==> config.mk <==
export PLATFORM = sky130hd
export DESIGN_NAME = stack8_arbiter
export DESIGN_NICKNAME = d
export VERILOG_FILES = /design/src/rtl/stack8_arbiter.sv
export SDC_FILE = /design/constraint.sdc
export NUM_CORES = 1
export LEC_CHECK = 0
export ABC_AREA = 1
export CAP_MARGIN = 10
export CORE_MARGIN = 5
export CORE_UTILIZATION = 50
export CTS_CLUSTER_DIAMETER = 30
export DETAILED_ROUTE_END_ITERATION = 8
export HOLD_SLACK_MARGIN = 0.02
export PLACE_DENSITY = 0.83
export REMOVE_ABC_BUFFERS = 1
export SETUP_SLACK_MARGIN = 0.3
export SLEW_MARGIN = 20
export SYNTH_ARGS = -nofsm -noshare
export SYNTH_HDL_FRONTEND = slang
export SYNTH_SLANG_ARGS = --single-unit
==> constraint.sdc <==
create_clock -name clock -period 4.4 [get_ports clock]
set_clock_uncertainty 0.15 [all_clocks]
set_input_delay 1.1 -clock clock [delete_from_list [all_inputs] [get_ports clock]]
set_output_delay 1.1 -clock clock [all_outputs]
set_load 0.02 [all_outputs]
==> src/rtl/stack8_arbiter.sv <==
// Round-robin two-port arbiter and controller for an 8-entry LIFO stack.
// One push/pop is served per cycle; results return through a registered acknowledge.
module stack8_arbiter #(
   parameter int unsigned WIDTH = 32
) (
   input  logic             clock,
   input  logic             reset,
   input  logic             a_req,
   input  logic             a_op,
   input  logic [WIDTH-1:0] a_din,
   output logic             a_gnt,
   output logic             a_ack,
   output logic             a_err,
   output logic [WIDTH-1:0] a_dout,
   input  logic             b_req,
   input  logic             b_op,
   input  logic [WIDTH-1:0] b_din,
   output logic             b_gnt,
   output logic             b_ack,
   output logic             b_err,
   output logic [WIDTH-1:0] b_dout,
   output logic [0:7]       occ,
   output logic             full,
   output logic             empty
);

   logic [WIDTH-1:0] mem_q [8];
   logic [0:7]       occ_q, occ_d;
   logic             last_q;  // 0: A was last granted, 1: B was last granted
   logic             a_ack_q, a_err_q, b_ack_q, b_err_q;
   logic [WIDTH-1:0] a_dout_q, b_dout_q;

   logic             go, sel_op, wr_en, op_err;
   logic [WIDTH-1:0] sel_din, op_dout;
   logic [2:0]       wr_idx, rd_idx;

   // Push slot counts ones below the full bit; pop slot counts ones above the empty bit.
   // Each equals cnt or cnt-1 exactly when the respective operation is legal.
   always_comb begin
      wr_idx = '0;
      rd_idx = '0;
      for (int i = 1; i < 8; i++) wr_idx = wr_idx + {2'b00, occ_q[i]};
      for (int i = 0; i < 7; i++) rd_idx = rd_idx + {2'b00, occ_q[i]};
   end

   always_comb begin
      a_gnt   = a_req & (~b_req | last_q);
      b_gnt   = b_req & ~a_gnt;
      go      = a_gnt | b_gnt;
      sel_op  = a_gnt ? a_op : b_op;
      sel_din = a_gnt ? a_din : b_din;
      occ_d   = occ_q;
      wr_en   = 1'b0;
      op_err  = 1'b0;
      op_dout = '0;
      if (go) begin
         if (sel_op) begin
            if (occ_q[0]) begin
               op_err = 1'b1;
            end else begin
               wr_en = 1'b1;
               occ_d = {occ_q[1:7], 1'b1};
            end
         end else begin
            if (!occ_q[7]) begin
               op_err = 1'b1;
            end else begin
               op_dout = mem_q[rd_idx];
               occ_d   = {1'b0, occ_q[0:6]};
            end
         end
      end
   end

   always_ff @(posedge clock) begin
      if (reset) begin
         occ_q    <= '0;
         last_q   <= 1'b1;
         a_ack_q  <= 1'b0;
         a_err_q  <= 1'b0;
         a_dout_q <= '0;
         b_ack_q  <= 1'b0;
         b_err_q  <= 1'b0;
         b_dout_q <= '0;
      end else begin
         occ_q    <= occ_d;
         if (go) last_q <= b_gnt;
         a_ack_q  <= a_gnt;
         a_err_q  <= a_gnt & op_err;
         a_dout_q <= a_gnt ? op_dout : '0;
         b_ack_q  <= b_gnt;
         b_err_q  <= b_gnt & op_err;
         b_dout_q <= b_gnt ? op_dout : '0;
      end
   end

   always_ff @(posedge clock) begin
      if (!reset && wr_en) mem_q[wr_idx] <= sel_din;
   end

   assign a_ack  = a_ack_q;
   assign a_err  = a_err_q;
   assign a_dout = a_dout_q;
   assign b_ack  = b_ack_q;
   assign b_err  = b_err_q;
   assign b_dout = b_dout_q;
   assign occ    = occ_q;
   assign full   = occ_q[0];
   assign empty  = ~occ_q[7];

endmodule

==> results, run 1 <==
- The total number of nets in the final design is 1475.
- The half-perimeter wire length after detailed placement is 17800 µm.
- The antenna cell count is 0.
- The max-slew headroom at the worst pin is 43.1%.
- The register-to-register setup slack is 460 ps.
- Across the VDD grid, the largest voltage drop is 594 µV.
- The worst hold path begins at last_q.
- The final count of hold timing violations came to 0.
- The CTS buffer count is 56.
- STA classifies the critical path startpoint as an input pin.
- Counting flops and latches in the post-synthesis netlist gives 333.
- The number of global-route vias before repair is 9839.
- The final critical path takes up 90.8% of the cycle.
- The flow ran to the end, and the final reports show no timing, DRC or antenna violations.
- The endpoint required time on the critical path is 3150 ps.
- The worst hold path stage count is 2.
- The average instance area after synthesis is 10.9 µm².
- The count of final setup violators is 0.
- Clock-pin slew was measured on the worst setup and hold paths at 50 ps.
- The beginning of the worst register-to-register path is occ[6].
- In the routed design, unresolved DRC markers number 0.
- Max-cap violations in this run came to 0.
- The site row count is 60.
- The clock period minus worst slack is 4000 ps.
- The number of clock sinks is 333.
- Routability-driven placement finished with a final weighted congestion of 0.794.
- The clock tree synthesis step divided the H-tree into 2 levels.
- The length in cells of the worst reg-to-reg path is 11.
- The max-slew violation total from the final report is 0.
- Summing every instance area after synthesis gives 13400 µm².
- The die is 174 µm tall.
- The number of hold buffers added after CTS is 0.
- The gate count after technology mapping is 1232.
- The internal portion of the total power is 7.10 mW.
- The critical path data arrival time is 2750 ps.
- The startpoint-to-endpoint class of the critical path is in2out.
- The final routed wirelength across all metal layers is 32200 µm.
- The clock tree from TritonCTS is built.
- The finished cells cover 17300 µm².
- After filler insertion, the fill cell instance count of the layout stands at 1831.
- In the routed layout, each cell is associated on average with a via count of 5.35.
- Summed over all instances, the cell type with the most area after synthesis is edfxtp_1.
- For this configuration, the core starts out at a cell density of 50.3%.
- Sequential elements use 68.8% of the synthesized area.
- The first TritonRoute pass finished after 6 iterations.
- Net switching is 34.2% of the power.
- The residual overflow from global routing is 0.
- The tightest min-delay check is of the reg2reg type.
- The combinational share of power is 27.3%.
- The total routing resource utilization after global routing is 21.3%.
- The overall power consumption is 10.8 mW.
- The die covers 30200 µm².
- At the pin with the least slew margin, the transition time is 850 ps.
- Dividing the detail-routed wire length by the instance count gives 18.1 µm.
- The footprint of the multi-input gates is 3790 µm².
- The count of nets left with antenna violations once routing finished came out at 0.
- In this run the clock root is driven by a clkbuf_16.
- The power density relative to cell area is 624 nW/µm².
- The initial antenna violation count came to 0.
- The area growth from synthesis to layout is 28.8%.
- The count of input and output buffers is 149.
- The pin count of the biggest net entering global routing is 129.
- The post-placement cell area is 15400 µm².
- Setup repair after global routing left no endpoint under its margin.
- The wire length of the first global-routing pass is 51200 µm.
- Summed over all cells, the static leakage comes to 6.60 nW.
- The switching power total is 3.69 mW.
- The largest fanout on the critical path is 18.
- The routed layout has 9532 vias.
- The clock reaches the later pin of the worst-skew pair after 560 ps.
- For this run, the number of Yosys warnings is 0.
- The floorplan step defined a core boundary enclosing 26700 µm².
- The proportion of power drawn by the clock network is 39.3%.
- The count of unique library cells instantiated by Yosys is 27.
- In this run the deepest clock path goes through 3 buffers.
- The die is 174 µm wide.
- The worst register-to-register path ends at a_dout[31].
- Static timing analysis puts the maximum clock frequency at 250 MHz.
- The count of flip-flops with a built-in enable after synthesis is 256.
- The register area is 9230 µm².
- The worst min-delay path endpoint is last_q.
- Registers are responsible for 33.4% of the overall power.
- Cells with a size suffix above 1 make up 13.8% of the layout.
- Summed over its instances, the top area cell type makes up 57.3% of the synthesized netlist area.
- By area the synthesized netlist is led by edfxtp_1 (57%), nand2_1 (15%), dfxtp_1 (11%), nand3_1 (5.7%), nor3_2 (3.7%).
- In this run, the number of DRC markers left after iteration 0 of detailed routing was 826.
- The worst setup path is captured at an output port.
- In the synthesized netlist the dominant register cell turns out to be edfxtp_1.
- 150 I/O pins were placed.
- For this run, asynchronously set or reset flops after synthesis account for 0%.
-- cells by family (layout without fill, tap and decap cells) --
group / count (synthesis) / count (layout) / share of synthesized area (%)
simple gates: 790 / 790 / 26.4
flops: 333 / 333 / 68.8
buf+inv: 98 / 308 / 3.45
fa+ha+maj: 9 / 9 / 1.29
compound gates: 2 / 2 / 0.0840
-- critical path, stage by stage --
cell and delay [ps]:
clkdlybuf4s50_1 500, nand2_2 100, nand2_4 210, inv_2 110, nor2_4 110, clkdlybuf4s50_1 610
-- flip-flops by register name, indices dropped and copies added, names as in the netlist --
signal	cells
occ	8
a_ack	1
a_dout	32
mem_q	256
a_err	1
b_err	1
last_q	1
b_ack	1
b_dout	32
-- layout by cell type (no fill, tap or decap), types with 16 or more instances in the layout --
cell type,count
dfxtp_1,77
clkbuf_16,57
inv_1,21
buf_4,17
edfxtp_1,256
nor3_2,50
clkdlybuf4s50_1,149
nor2_1,16
nand2_1,538
nand3_1,152
-- per-layer routing --
layer  track usage, %  wire length, µm  vias to the layer above
li1                 -                -                     4480
met5                0                0                        -
met4             7.62              894                        0
met1             25.8            11900                     4469
met3             4.82             2950                       80
met2             37.5            16400                      503
-- worst max path at each step --
stage	cells after the start	slack [ps]	start	endpoint
floorplan	11	-2980	occ[6]	a_dout[14]
global placement	6	430	b_req	b_gnt
detailed placement	11	400	occ[6]	b_dout[8]
CTS	11	320	occ[6]	b_dout[3]
global route	6	300	b_req	b_gnt
finish	6	400	b_req	b_gnt
-- what timing repair did --
action / in CTS / in global routing
resized for setup: 0 / 3
buffers inserted: 0 / 0
setup endpoints to repair: 0 / 59
-- Yosys cell counts (3+ instances only) --
cell	instances
nor3_1	15
dfxtp_1	77
nand3_1	152
buf_1	16
clkbuf_1	11
fa_1	8
nor2_1	24
nor3_2	50
inv_1	24
buf_2	37
edfxtp_1	256
buf_6	6
nand2_1	538
nand2_2	3
-- power by group through the flow --
stage	sequential [mW]	clock (mW)	combinational, mW
6_report	3.60	4.24	2.95
5_1_grt	3.61	4.45	3.32
4_1_cts	3.60	4.29	2.94
3_5_place_dp	3.66	0	2.85
3_3_place_gp	3.65	0	2.75
2_1_floorplan	3.68	0	2.01
-- cell type report --
class / count / share of cell area [%]
repair buffers: 177 / 10.6
clock buffers: 61 / 8.40
multi-input cells: 801 / 22.0
flip-flops and latches: 333 / 53.4
well taps: 341 / 2.47
inverters: 27 / 0.616
clock inverters: 43 / 2.53
-- through the flow --
stage	hold WS, ps	TNS [ps]	cells	setup slack [ps]	utilization, %
final	369	0	1783	403	64.8
after global routing	403	0	1783	304	64.8
after CTS	368	0	1783	324	64.8
after detailed placement	360	0	1679	400	57.7
after global placement	341	0	1679	433	57.7
after floorplan	309	-219910	1161	-2980	-
Note: power is estimated with default switching activity, not from simulation.
==> run 2: changes to the inputs <==
ABC_CLOCK_PERIOD_IN_PS = 4400   (was unset)
==> results of run 2 <==
Same layout as run 1: the final DEF is identical, and so are final timing and power.
